--- src/rtl/fetch_queue_if.sv ---
// Handshake bundle between IF2 (producer), the fetch queue and ID (consumer).
// The queue takes the slave view; the driving environment takes the master view.
interface fetch_queue_if #(
    parameter int DEPTH  = 4,
    parameter int SIDE_W = 5
);
    logic                     flush;
    logic                     in_valid;
    logic                     in_ready;
    logic [31:0]              in_pc;
    logic [31:0]              in_inst;
    logic                     in_inst_valid;
    logic [SIDE_W-1:0]        in_side;
    logic                     out_valid;
    logic                     out_ready;
    logic [31:0]              out_pc;
    logic [31:0]              out_inst;
    logic [SIDE_W-1:0]        out_side;
    logic                     out_after_flush;
    logic [$clog2(DEPTH):0]   count;

    modport slave (
        input  flush, in_valid, in_pc, in_inst, in_inst_valid, in_side, out_ready,
        output in_ready, out_valid, out_pc, out_inst, out_side, out_after_flush, count
    );

    modport master (
        output flush, in_valid, in_pc, in_inst, in_inst_valid, in_side, out_ready,
        input  in_ready, out_valid, out_pc, out_inst, out_side, out_after_flush, count
    );
endinterface

--- src/rtl/fetch_queue.sv ---
// Circular-buffer queue between IF2 and ID; outputs come straight from storage
// so a pushed entry is visible one cycle later at the earliest.
module fetch_queue #(
    parameter int DEPTH  = 4,
    parameter int SIDE_W = 5
) (
    input  logic          clk,
    input  logic          rst_n,
    fetch_queue_if.slave  fq
);
    localparam int PW = $clog2(DEPTH);
    localparam int CW = PW + 1;

    logic [31:0]       pc_q   [DEPTH];
    logic [31:0]       inst_q [DEPTH];
    logic [SIDE_W-1:0] side_q [DEPTH];
    logic              af_q   [DEPTH];

    logic [PW-1:0] head_q, head_d;
    logic [PW-1:0] tail_q, tail_d;
    logic [CW-1:0] count_q, count_d;
    logic          after_flush_pending_q, after_flush_pending_d;
    logic          push, pop;

    assign fq.in_ready  = (count_q < CW'(DEPTH));
    assign fq.out_valid = (count_q != '0);
    assign fq.count     = count_q;

    assign push = fq.in_valid  && fq.in_ready  && !fq.flush;
    assign pop  = fq.out_valid && fq.out_ready && !fq.flush;

    always_comb begin
        head_d                = head_q;
        tail_d                = tail_q;
        count_d               = count_q;
        after_flush_pending_d = after_flush_pending_q;
        if (fq.flush) begin
            head_d                = '0;
            tail_d                = '0;
            count_d               = '0;
            after_flush_pending_d = 1'b1;
        end else begin
            // DEPTH is a power of two, so pointer increment wraps naturally.
            if (push) begin
                tail_d                = tail_q + 1'b1;
                after_flush_pending_d = 1'b0;
            end
            if (pop) begin
                head_d = head_q + 1'b1;
            end
            case ({push, pop})
                2'b10:   count_d = count_q + 1'b1;
                2'b01:   count_d = count_q - 1'b1;
                default: count_d = count_q;
            endcase
        end
    end

    always_ff @(posedge clk) begin
        if (!rst_n) begin
            head_q                <= '0;
            tail_q                <= '0;
            count_q               <= '0;
            after_flush_pending_q <= 1'b1;
        end else begin
            head_q                <= head_d;
            tail_q                <= tail_d;
            count_q               <= count_d;
            after_flush_pending_q <= after_flush_pending_d;
        end
    end

    // Storage is never cleared; out_valid gating hides stale contents.
    always_ff @(posedge clk) begin
        if (rst_n && push) begin
            pc_q[tail_q]   <= fq.in_pc;
            inst_q[tail_q] <= fq.in_inst_valid ? fq.in_inst : 32'h0;
            side_q[tail_q] <= fq.in_side;
            af_q[tail_q]   <= after_flush_pending_q;
        end
    end

    assign fq.out_pc          = fq.out_valid ? pc_q[head_q]   : 32'h0;
    assign fq.out_inst        = fq.out_valid ? inst_q[head_q] : 32'h0;
    assign fq.out_side        = fq.out_valid ? side_q[head_q] : '0;
    assign fq.out_after_flush = fq.out_valid ? af_q[head_q]   : 1'b0;
endmodule

--- src/flat_wrapper.sv ---
// flat-port wrapper written by rule: the top's interface ports become plain ports
module fetch_queue_flat 
#(
    parameter int DEPTH  = 4,
    parameter int SIDE_W = 5
)
  (clk, rst_n, fq_flush, fq_in_valid, fq_in_pc, fq_in_inst, fq_in_inst_valid, fq_in_side, fq_out_ready, fq_in_ready, fq_out_valid, fq_out_pc, fq_out_inst, fq_out_side, fq_out_after_flush, fq_count);
  fetch_queue_if #(.DEPTH(DEPTH), .SIDE_W(SIDE_W)) fq_i ();
  input  logic clk;
  input  logic rst_n;
  input wire logic [$bits(fq_i.flush)-1:0] fq_flush;
  input wire logic [$bits(fq_i.in_valid)-1:0] fq_in_valid;
  input wire logic [$bits(fq_i.in_pc)-1:0] fq_in_pc;
  input wire logic [$bits(fq_i.in_inst)-1:0] fq_in_inst;
  input wire logic [$bits(fq_i.in_inst_valid)-1:0] fq_in_inst_valid;
  input wire logic [$bits(fq_i.in_side)-1:0] fq_in_side;
  input wire logic [$bits(fq_i.out_ready)-1:0] fq_out_ready;
  output wire logic [$bits(fq_i.in_ready)-1:0] fq_in_ready;
  output wire logic [$bits(fq_i.out_valid)-1:0] fq_out_valid;
  output wire logic [$bits(fq_i.out_pc)-1:0] fq_out_pc;
  output wire logic [$bits(fq_i.out_inst)-1:0] fq_out_inst;
  output wire logic [$bits(fq_i.out_side)-1:0] fq_out_side;
  output wire logic [$bits(fq_i.out_after_flush)-1:0] fq_out_after_flush;
  output wire logic [$bits(fq_i.count)-1:0] fq_count;
  assign fq_i.flush = fq_flush;
  assign fq_i.in_valid = fq_in_valid;
  assign fq_i.in_pc = fq_in_pc;
  assign fq_i.in_inst = fq_in_inst;
  assign fq_i.in_inst_valid = fq_in_inst_valid;
  assign fq_i.in_side = fq_in_side;
  assign fq_i.out_ready = fq_out_ready;
  assign fq_in_ready = fq_i.in_ready;
  assign fq_out_valid = fq_i.out_valid;
  assign fq_out_pc = fq_i.out_pc;
  assign fq_out_inst = fq_i.out_inst;
  assign fq_out_side = fq_i.out_side;
  assign fq_out_after_flush = fq_i.out_after_flush;
  assign fq_count = fq_i.count;
  fetch_queue #(.DEPTH(DEPTH), .SIDE_W(SIDE_W)) u_core (.clk(clk), .rst_n(rst_n), .fq(fq_i));
endmodule
--- config.mk ---
export PLATFORM = sky130hd
export DESIGN_NAME = fetch_queue_flat
export DESIGN_NICKNAME = d
export VERILOG_FILES = /design/src/rtl/fetch_queue_if.sv /design/src/rtl/fetch_queue.sv /design/src/flat_wrapper.sv
export SDC_FILE = /design/constraint.sdc
export NUM_CORES = 1
export LEC_CHECK = 0
export BUFFER_PORTS_ARGS = -buffer_cell sky130_fd_sc_hd__buf_4
export CORE_UTILIZATION = 40
export CTS_CLUSTER_SIZE = 40
export DETAILED_ROUTE_END_ITERATION = 6
export SYNTH_ARGS = -nofsm -noshare
export SYNTH_HDL_FRONTEND = slang
export SYNTH_SLANG_ARGS = --single-unit
--- constraint.sdc ---
create_clock -name clk -period 4 [get_ports clk]
set_input_delay 0.4 -clock clk [delete_from_list [all_inputs] [get_ports clk]]
set_output_delay 0.4 -clock clk [all_outputs]
set_load 0.02 [all_outputs]
# [Yosys cells after proc, flatten, opt, wreduce, memory -nomap -nowiden]
# Memories as Yosys holds them, arrays and structs flattened. A register that Yosys moved wholly into a read port is not among the register bits.
# Index checks and enable logic that the tools add are counted.
# W data, S select, Z words.
[classes] n_addsub=4 n_lt_le_gt_ge=1 n_eq_ne=2 n_mux=16 n_bitwise=1 reduce_logical=9
[ops] op="$mux W32" count=3
[ops] op="$mux W2" count=8
[ops] op="$pmux W3 S2" count=1
[ops] op="$logic_and A1 B1 Y1" count=5
[ops] op="$mux W5" count=1
[ops] op="$add A2 B1 Y2 const B" count=2
[ops] op="$add A3 B1 Y3 const B" count=1
[ops] op="$lt A3 B3 Y1 const B" count=1
[ops] op="$mux W1" count=3
[ops] op="$reduce_bool A3 Y1" count=1
[ops] op="$sub A3 B1 Y3 const B" count=1
[ops] op="$eq A2 B1 Y1 const B" count=1
[ops] op="$eq A2 B2 Y1 const B" count=1
[ops] op="$reduce_bool A2 Y1" count=1
[ops] op="$reduce_or A2 Y1" count=1
[ops] op="$logic_not A1 Y1" count=1
[ops] op="$not A1 Y1" count=1
[totals] reg_bits=8 ram_bits=280 out_inout_bits=75 mem_count=4
[memory_table] memory="u_core.inst_q" depth=4 word_bits=32 rd=1 rd_ports_with_merged_regs=1 write_ports=1 line="fetch_queue.sv:15" text="logic [31:0] inst_q [DEPTH];"
[memory_table] memory="u_core.pc_q" depth=4 word_bits=32 rd=1 rd_ports_with_merged_regs=1 write_ports=1 line="fetch_queue.sv:14" text="logic [31:0] pc_q [DEPTH];"
[memory_table] memory="u_core.side_q" depth=4 word_bits=5 rd=1 rd_ports_with_merged_regs=1 write_ports=1 line="fetch_queue.sv:16" text="logic [SIDE_W-1:0] side_q [DEPTH];"
[memory_table] memory="u_core.af_q" depth=4 word_bits=1 rd=1 rd_ports_with_merged_regs=1 write_ports=1 line="fetch_queue.sv:17" text="logic af_q [DEPTH];"

# [Depth between registers and ports, before layout]
# Gate-level depths: netlist of run 1.
[logic_depth] word_depth=6 depth_mapped=9 mapped_depth_nobuf=8

# [Least setup slack after synthesis of run 1]
# No wires, ideal clock.
[synth_timing] path_type="reg-to-reg" from="reg u_core.count_q[2] (netlist: u_core.fq.count[2])" to="mem u_core.af_q[0] (enable)" setup_ns=0.436 arrival_time_ns=2.502 required_time_ns=3.564 setup_slack_ns=1.062 path_stages_with_launch=4 n_path_buf=1 path_cell_list="dfxtp_1 nor2b_1 clkbuf_1 and3_1"
[synth_between] elab_chain_cells=6
[synth_lines] item="start: declaration" line="fetch_queue.sv:21" text="logic [CW-1:0] count_q, count_d;"
[synth_lines] item="start signal: assignment" line="fetch_queue.sv:68" text="count_q <= count_d;"
[synth_lines] item="$lt A3 B3 Y1" line="fetch_queue.sv:25" text="assign fq.in_ready = (count_q < CW'(DEPTH));"
[synth_lines] item="$logic_and A1 B1 Y1 (2 in series)" line="fetch_queue.sv:29" text="assign push = fq.in_valid && fq.in_ready && !fq.flush;"
[synth_lines] item="$logic_and A1 B1 Y1" line="fetch_queue.sv:75" text="if (rst_n && push) begin"
[synth_lines] item="$mux W1" line="fetch_queue.sv:75"
[synth_lines] item="$mux W1 (implied by the code)" line="fetch_queue.sv:79" text="af_q[tail_q] <= after_flush_pending_q;"
[synth_lines] item="end: declaration" line="fetch_queue.sv:17"
# Every way passes these cells.

==> impl_metrics.env, run 1 <==
export IMPL_gp_congestion=0.718
export IMPL_final_util_pct=49.2
export IMPL_wl_per_cell_um=19.5
export IMPL_slowest_delay_ns=0.79
export IMPL_tightest_slew_ns=1.15
export IMPL_coreArea_um2=27900
export IMPL_yosysMostFrequentCell="edfxtp_1"
export IMPL_setup_viol=0
export IMPL_dpl_worst_slack_ns=1.42
export IMPL_antenna_found_initial=0
export IMPL_min_path_type="in -> reg"
export IMPL_rsz0062_at_grt="no"
export IMPL_place_hpwl_mm=11.9
export IMPL_peakVddDrop_mv=0.263
export IMPL_ys_warnings_count=0
export IMPL_vias=5360
export IMPL_clock_sinks=290
export IMPL_grt_util_all_layers_pct=15.1
export IMPL_finalHoldViolCount=0
export IMPL_power_mw=6.28
export IMPL_hold_worst_slack_ns=0.0633
export IMPL_maxCapViolCount=0
export IMPL_synth_top_area_share_pct=74.1
export IMPL_antenna_left=0
export IMPL_grt_overflow_total=0
export IMPL_cts_root_buf="clkbuf_16"
export IMPL_layout_min_cycle_time_ns=3.04
export IMPL_die_area_um2=29100
export IMPL_grt_pass1_wl_mm=32.8
export IMPL_async_flop_share_pct=0
export IMPL_initial_core_util_pct=40.8
export IMPL_place_area_um2=12800
export IMPL_slew_limit_headroom_pct=23.3
export IMPL_num_rows=61
export IMPL_synth_nets=615
export IMPL_numCtsBuffers=29
export IMPL_drv_slew=0
export IMPL_end_kind="primary output"
export IMPL_max_freq_mhz=329
export IMPL_path_clk_slew_ns=0.06
export IMPL_drt_pass1_iter_count=4
export IMPL_clkLatencyLatePin_ns=0.54
export IMPL_path_max_fanout=32
export IMPL_grt_max_degree=71
export IMPL_yosys_top_cells_area="edfxtp_1 (74%), mux4_2 (14%), and2_1 (5.6%)"
export IMPL_syn_cell_area_um2=11400
export IMPL_finalWirelength_mm=21.3
export IMPL_synth_top_cells_by_count="edfxtp_1 (280), and2_1 (102), mux4_2 (70)"
export IMPL_worstPathCellList="buf_4, mux4_2, and2_1, buf_4"
export IMPL_final_area_um2=13700
export IMPL_clockBufferDepth=3
export IMPL_first_iter_violations=344
export IMPL_yosysTopAreaCell="edfxtp_1"
export IMPL_setup_ws_ns=0.958
export IMPL_cts_setup_buffers=0
export IMPL_drc_errors=0
export IMPL_cpMaxStageDelayCell="dfxtp_4"
export IMPL_area_growth_pct=20.8
export IMPL_worstPathRequired_ns=3.60
export IMPL_ys_seq_area_share_pct=75.8
export IMPL_vias_per_cell=4.92
export IMPL_htreeDepth=1
export IMPL_place_inst=1036
export IMPL_ys_ff_latch=290
export IMPL_arrival_ns=2.64
export IMPL_status="complete, no violations"
export IMPL_die_y_um=170
export IMPL_path_buf_inv=2
export IMPL_antenna_cells=0
export IMPL_io_pins=150
export IMPL_finClkSkew_ns=0.0188
export IMPL_ys_types=25
export IMPL_cts_hold_buf=0
export IMPL_p_leak_nw=4.62
export IMPL_ys_flop_type="edfxtp_1"
export IMPL_critPathTopFamily="flip-flops"
export IMPL_cts_resized=0
export IMPL_cts_tree="built"
export IMPL_power_density_nw_per_um2=458
export IMPL_port_buffers=149
export IMPL_postSynthAreaPerCell_um2=21.3
export IMPL_path_class="reg -> out"
export IMPL_setup_tns_final_ns=0
export IMPL_first_global_vias=5958
export IMPL_crit_top_cell="buf_4"
export IMPL_min_period_over_period_pct=76.1
export IMPL_drive_gt1_share_pct=37.8
export IMPL_synth_edf_count=280
export IMPL_nets=770
export IMPL_final_cells=1089
export IMPL_cp_start_kind="flop"
export IMPL_synth_cells=534
export IMPL_die_width_um=170
cell type report:
class / count / area (µm²)
fill: 2318 / 14100
sequential: 290 / 8620
multi-input combinational: 209 / 2510
timing repair buffer: 152 / 1150
clock buffer: 42 / 805
tap: 378 / 473
clock inverter: 11 / 129
inverter: 7 / 26.3
state kept, by name, summed over array words and instances, names as in the netlist, named ones only:
register	count
u_core.inst_q	128
u_core.tail_q	2
u_core.af_q	4
u_core.pc_q	128
u_core.head_q	2
u_core.fq.count	3
u_core.side_q	20
u_core.after_flush_pending_q	1
path summary, 6_finish.rpt:
check	start	end	slack [ns]	depth (start not counted)
setup reg to reg	u_core.fq.count[2]	u_core.pc_q[3][9]	1.65	2
hold reg to reg	u_core.after_flush_pending_q	u_core.af_q[3]	0.52	0
hold / removal	fq_in_pc[24]	u_core.pc_q[3][24]	0.06	1
setup / recovery	flop	fq_out_pc[10]	0.96	4
placed cells by master (no fill, tap or decap), types with 2 or more instances in the layout:
cell / n
clkbuf_16: 29
xor2_1: 4
a21oi_1: 2
nor2b_1: 2
mux4_2: 70
clkbuf_8: 3
and2_1: 102
clkinv_2: 4
ha_1: 5
and3_4: 4
buf_4: 151
edfxtp_1: 280
o21ai_0: 2
nand2b_1: 2
nor2_1: 9
clkbuf_1: 10
bufinv_16: 3
dfxtp_4: 2
clkinv_1: 3
inv_1: 7
dfxtp_1: 8
report_power, final:
part | internal (mW) | switching (mW)
sequential | 3.36 | 0.0115
clock | 1.58 | 1.06
combinational | 0.131 | 0.141
layer usage:
layer	vias up	share of wire, %	wire (µm)	global-route usage (%)
met5	-	0	0	0
met4	0	1.9	407	4.00
met2	147	51	10800	26.6
li1	2424	-	-	-
met1	2755	42	9020	19.3
met3	34	4.8	1020	2.37
cell families (layout without fill, tap and decap cells):
kind of cell               Yosys count  in the layout  share of synthesized area [%]
and+or+nand+nor                    121            121                           6.46
AOI/OAI and AO/OA                    6              6                          0.320
muxes                               71             71                           14.0
xor gates and xnor gates             5              5                          0.386
adders and majority gates            6              6                          0.727
DFF                                290            290                           75.8
buffers and inverters               35            212                           2.30
Power figures use the tool's default switching activity.
==> inputs of run 2 (changes only) <==
==> constraint.sdc (replaced) <==
create_clock -name clk -period 3.07 [get_ports clk]
set_input_delay 0.307 -clock clk [delete_from_list [all_inputs] [get_ports clk]]
set_output_delay 0.307 -clock clk [all_outputs]
set_load 0.02 [all_outputs]
==> run 2 against run 1 <==
Compared with the run above:
- critical path depth increased by 1
- clock power grew 36%
- routed wire length increased by 4.3%
- critical path type unchanged
- critical endpoint is now fq_out_inst[9]
- largest power group unchanged
==> impl_metrics.env, run 2 (same netlist as run 1, synthesis figures left out) <==
export IMPL_antenna_found_initial=0
export IMPL_rsz0062_at_grt="no"
export IMPL_path_clk_slew_ns=0.06
export IMPL_gp_congestion=0.721
export IMPL_antenna_left=0
export IMPL_p_leak_nw=4.89
export IMPL_max_freq_mhz=365
export IMPL_peakVddDrop_mv=0.451
export IMPL_maxCapViolCount=0
export IMPL_setup_viol=0
export IMPL_initial_core_util_pct=40.8
export IMPL_layout_commonest_cell="edfxtp_1"
export IMPL_min_path_type="in -> reg"
export IMPL_wl_met2_mm=11.3
export IMPL_drv_slew=0
export IMPL_layout_min_cycle_time_ns=2.74
export IMPL_die_area_um2=29100
export IMPL_largestRegisters="u_core.inst_q: 128 flops, u_core.pc_q: 128 flops, u_core.side_q: 20 flops"
export IMPL_final_cell_mix="edfxtp_1 (280), buf_4 (154), and2_1 (102), mux4_2 (70), dlygate4sd3_1 (37)"
export IMPL_antenna_cells=0
export IMPL_die_y_um=170
export IMPL_nets=818
export IMPL_vias=5631
export IMPL_power_density_nw_per_um2=587
export IMPL_grt_max_degree=47
export IMPL_coreArea_um2=27900
export IMPL_wl_per_cell_um=19.5
export IMPL_first_iter_violations=385
export IMPL_path_class="reg -> out"
export IMPL_clockBufferDepth=3
export IMPL_setup_ws_ns=0.333
export IMPL_port_buffers=149
export IMPL_numCtsBuffers=30
export IMPL_finalWirelength_mm=22.2
export IMPL_cp_start_kind="flop"
export IMPL_tightest_slew_ns=0.772
export IMPL_place_hpwl_mm=13.2
export IMPL_finClkSkew_ns=0.00830
export IMPL_grt_util_all_layers_pct=15.7
export IMPL_htreeDepth=1
export IMPL_setup_tns_final_ns=0
export IMPL_first_global_vias=6245
export IMPL_clock_sinks=290
export IMPL_vias_per_cell=4.94
export IMPL_dpl_worst_slack_ns=0.832
export IMPL_end_kind="primary output"
export IMPL_grt_pass1_wl_mm=34.2
export IMPL_met1_length_mm=9.41
export IMPL_die_width_um=170
export IMPL_arrival_ns=2.43
export IMPL_routed_top_layer="met4"
export IMPL_cts_resized=0
export IMPL_path_max_fanout=38
export IMPL_status="complete, no violations"
export IMPL_cts_tree="built"
export IMPL_drc_errors=0
export IMPL_wl_met3_um=988
export IMPL_num_rows=61
export IMPL_min_period_over_period_pct=89.1
export IMPL_cts_root_buf="clkbuf_16"
export IMPL_slew_limit_headroom_pct=48.5
export IMPL_drive_gt1_share_pct=38.0
export IMPL_finalHoldViolCount=0
export IMPL_io_pins=150
export IMPL_worstPathRequired_ns=2.76
export IMPL_grt_overflow_total=0
export IMPL_drt_pass1_iter_count=4
export IMPL_area_growth_pct=26.0
export IMPL_clkLatencyLatePin_ns=0.54
## run 2: worst paths after layout
path / start / endpoint / cells after the start / slack [ns]
setup / recovery: u_core.fq.count[0] / fq_out_inst[9] / 5 / 0.33
hold / removal: fq_flush / u_core.after_flush_pending_q / 3 / 0.07
setup reg to reg: u_core.fq.count[2] / u_core.fq.count[2] / 8 / 0.89
hold reg to reg: u_core.after_flush_pending_q / u_core.af_q[0] / 0 / 0.52
## run 2: metrics by stage
stage	instances	util, %	hold WS, ns	area, µm²	total power, mW
4_1_cts	1139	51.4	0.0367	14300	8.50
5_1_grt	1139	51.4	0.0820	14300	8.67
6_report	1139	51.4	0.0703	14300	8.40
3_3_place_gp	1046	46.4	0.482	12900	4.84
3_5_place_dp	1046	46.4	0.499	12900	4.85
2_1_floorplan	534	-	0.406	11400	4.66
## run 2: cell type report
cell class	count	area, µm²
multi-input cells	209	2510
clock buffers	34	787
repair buffers	199	1690
well taps	378	473
clock inverters	22	211
inverters	7	26.3
fillers	2256	13600
flip-flops and latches	290	8620
## run 2: where the power goes
group	switching, mW	leakage, nW	internal (mW)
combinational	0.197	1.78	0.207
sequential	0.0137	2.62	4.38
clock	1.43	0.498	2.17
## run 2: layer usage
| layer | up-vias | track usage [%] |
|---|---|---|
| met5 | - | 0 |
| met4 | 0 | 4.15 |
| met3 | 33 | 2.60 |
| met2 | 147 | 27.5 |
| met1 | 2925 | 20.2 |
| li1 | 2526 | - |
## run 2: worst max-delay path: stages, from the launching register on
cell	delay, ns
dfxtp_1	0.36
inv_1	0.14
nand3_2	0.61
buf_12	0.44
and2_1	0.18
buf_4	0.16
## run 2: timing repair
| action | CTS | global route |
|---|---|---|
| setup buffers | 0 | 0 |
| endpoints found under the hold margin | 148 | 0 |
| hold buffers | 37 | 0 |
==> inputs of run 3 (changes only) <==
--- a/config.mk
+++ b/config.mk
@@ -6,9 +6,10 @@
 export NUM_CORES = 1
 export LEC_CHECK = 0
 export BUFFER_PORTS_ARGS = -buffer_cell sky130_fd_sc_hd__buf_4
-export CORE_UTILIZATION = 40
+export CORE_UTILIZATION = 57
 export CTS_CLUSTER_SIZE = 40
 export DETAILED_ROUTE_END_ITERATION = 6
+export PLACE_DENSITY = 0.79
 export SYNTH_ARGS = -nofsm -noshare
 export SYNTH_HDL_FRONTEND = slang
 export SYNTH_SLANG_ARGS = --single-unit
==> run 3 against run 2 <==
Compared with the run above:
- total power down 1.9%
- critical path depth down 1
- sequential cell count unchanged
- global-route usage up 5.5 points
==> impl_metrics.env, run 3 (same netlist as run 1, synthesis figures left out) <==
export IMPL_path_class="reg -> out"
export IMPL_antenna_found_initial=0
export IMPL_setup_tns_final_ns=0
export IMPL_wl_per_cell_um=20.6
export IMPL_end_kind="primary output"
export IMPL_worstPathRequired_ns=2.76
export IMPL_first_iter_violations=366
export IMPL_clockBufferDepth=3
export IMPL_initial_core_util_pct=58.3
export IMPL_clkLatencyLatePin_ns=0.53
export IMPL_first_global_vias=6041
export IMPL_antenna_cells=0
export IMPL_drv_slew=0
export IMPL_io_pins=150
export IMPL_nets=817
export IMPL_clock_sinks=290
export IMPL_largestRegisters="u_core.inst_q: 128 flops, u_core.pc_q: 128 flops, u_core.side_q: 20 flops"
export IMPL_gp_congestion=0.740
export IMPL_die_y_um=143
export IMPL_worstPathCellList="buf_4, mux4_2, and2_1, buf_4"
export IMPL_die_area_um2=20500
export IMPL_coreArea_um2=19500
export IMPL_p_leak_nw=4.84
export IMPL_path_clk_slew_ns=0.06
export IMPL_tightest_slew_ns=0.683
export IMPL_finalHoldViolCount=0
export IMPL_final_cell_mix="edfxtp_1 (280), buf_4 (155), and2_1 (102), mux4_2 (70), dlygate4sd3_1 (37)"
export IMPL_vias=5635
export IMPL_cts_resized=0
export IMPL_drt_pass1_iter_count=4
export IMPL_status="complete, no violations"
export IMPL_cts_root_buf="clkbuf_16"
export IMPL_layout_min_cycle_time_ns=2.69
export IMPL_num_rows=51
export IMPL_rsz0062_at_grt="no"
export IMPL_port_buffers=149
export IMPL_grt_overflow_total=0
export IMPL_slowest_delay_ns=0.59
export IMPL_vias_per_cell=5.51
export IMPL_die_width_um=143
export IMPL_p_clk_share_pct=41.8
export IMPL_power_switching_mw=1.60
export IMPL_max_freq_mhz=372
export IMPL_p_int_mw=6.64
export IMPL_peakVddDrop_mv=0.537
export IMPL_arrival_ns=2.38
export IMPL_min_path_type="in -> reg"
export IMPL_numCtsBuffers=29
export IMPL_area_growth_pct=24.2
export IMPL_htreeDepth=1
export IMPL_cpMaxStageDelayCell="dfxtp_4"
export IMPL_layout_commonest_cell="edfxtp_1"
export IMPL_path_max_fanout=18
export IMPL_grt_max_degree=42
export IMPL_drc_errors=0
export IMPL_crit_top_cell="buf_4"
export IMPL_grt_util_all_layers_pct=21.2
export IMPL_cp_start_kind="flop"
export IMPL_slew_limit_headroom_pct=54.3
export IMPL_seq_power_share_pct=53.4
export IMPL_power_mw=8.24
export IMPL_place_hpwl_mm=12.5
export IMPL_swShare_pct=19.4
export IMPL_grt_pass1_wl_mm=32.3
export IMPL_cts_tree="built"
export IMPL_drive_gt1_share_pct=37.0
export IMPL_antenna_left=0
export IMPL_finalWirelength_mm=21.0
export IMPL_maxCapViolCount=0
export IMPL_fillers=1166
export IMPL_power_density_nw_per_um2=584
export IMPL_finClkSkew_ns=0.0140
export IMPL_min_period_over_period_pct=87.7
export IMPL_pwr_share_comb_pct=4.9
export IMPL_setup_viol=0
## run 3: repair_timing
item | in CTS | in global routing
hold buffers | 37 | 0
buffers inserted | 0 | 0
endpoints found under the hold margin | 148 | 0
## run 3: cell type report
class	instances	area [µm²]	area share [%]
multi-input combinational	209	2510	17.8
timing repair buffer	199	1670	11.9
tap	265	332	2.35
clock inverter	21	213	1.51
inverter	7	26.3	0.186
clock buffer	31	733	5.20
sequential	290	8620	61.1
## run 3: path summary, 6_finish.rpt
path              slack [ns]  cells past startpoint                    startpoint                      endpoint
setup reg to reg        0.90                      3            u_core.fq.count[2]            u_core.pc_q[0][30]
hold / removal          0.10                      3                      fq_flush  u_core.after_flush_pending_q
setup / recovery        0.38                      4                          flop                 fq_out_pc[31]
hold reg to reg         0.52                      0  u_core.after_flush_pending_q                u_core.af_q[0]
## run 3: power groups by stage
stage               logic, mW  registers (mW)  clock network [mW]
CTS                     0.405            4.40                3.51
global route            0.432            4.40                3.67
floorplan               0.179            4.48                   0
detailed placement      0.363            4.48                   0
global placement        0.346            4.48                   0
finish                  0.401            4.40                3.44
## run 3: metal layers
metal | global-route usage [%] | vias to the layer above | wire length [µm]
li1 | - | 2515 | -
met1 | 27.9 | 2891 | 8550
met2 | 36.3 | 199 | 10700
met3 | 4.53 | 30 | 1480
met4 | 4.92 | 0 | 313
met5 | 0 | - | 0
## run 3: critical path: cells and delay by family (launching register included)
| kind | cells | cell delay [ns] |
|---|---|---|
| simple gates | 1 | 0.19 |
| mux | 1 | 0.55 |
| flops | 1 | 0.59 |
| buf+inv | 2 | 0.52 |
## run 3: stage by stage
step	util, %	setup WS [ns]	cells	instance area (µm²)	hold WS (ns)
after floorplan	-	0.132	534	11400	0.406
after global placement	65.7	0.890	933	12800	0.484
after detailed placement	65.7	0.862	933	12800	0.499
after CTS	72.5	0.307	1022	14100	0.0949
after global routing	72.5	0.193	1022	14100	0.118
final	72.5	0.378	1022	14100	0.102
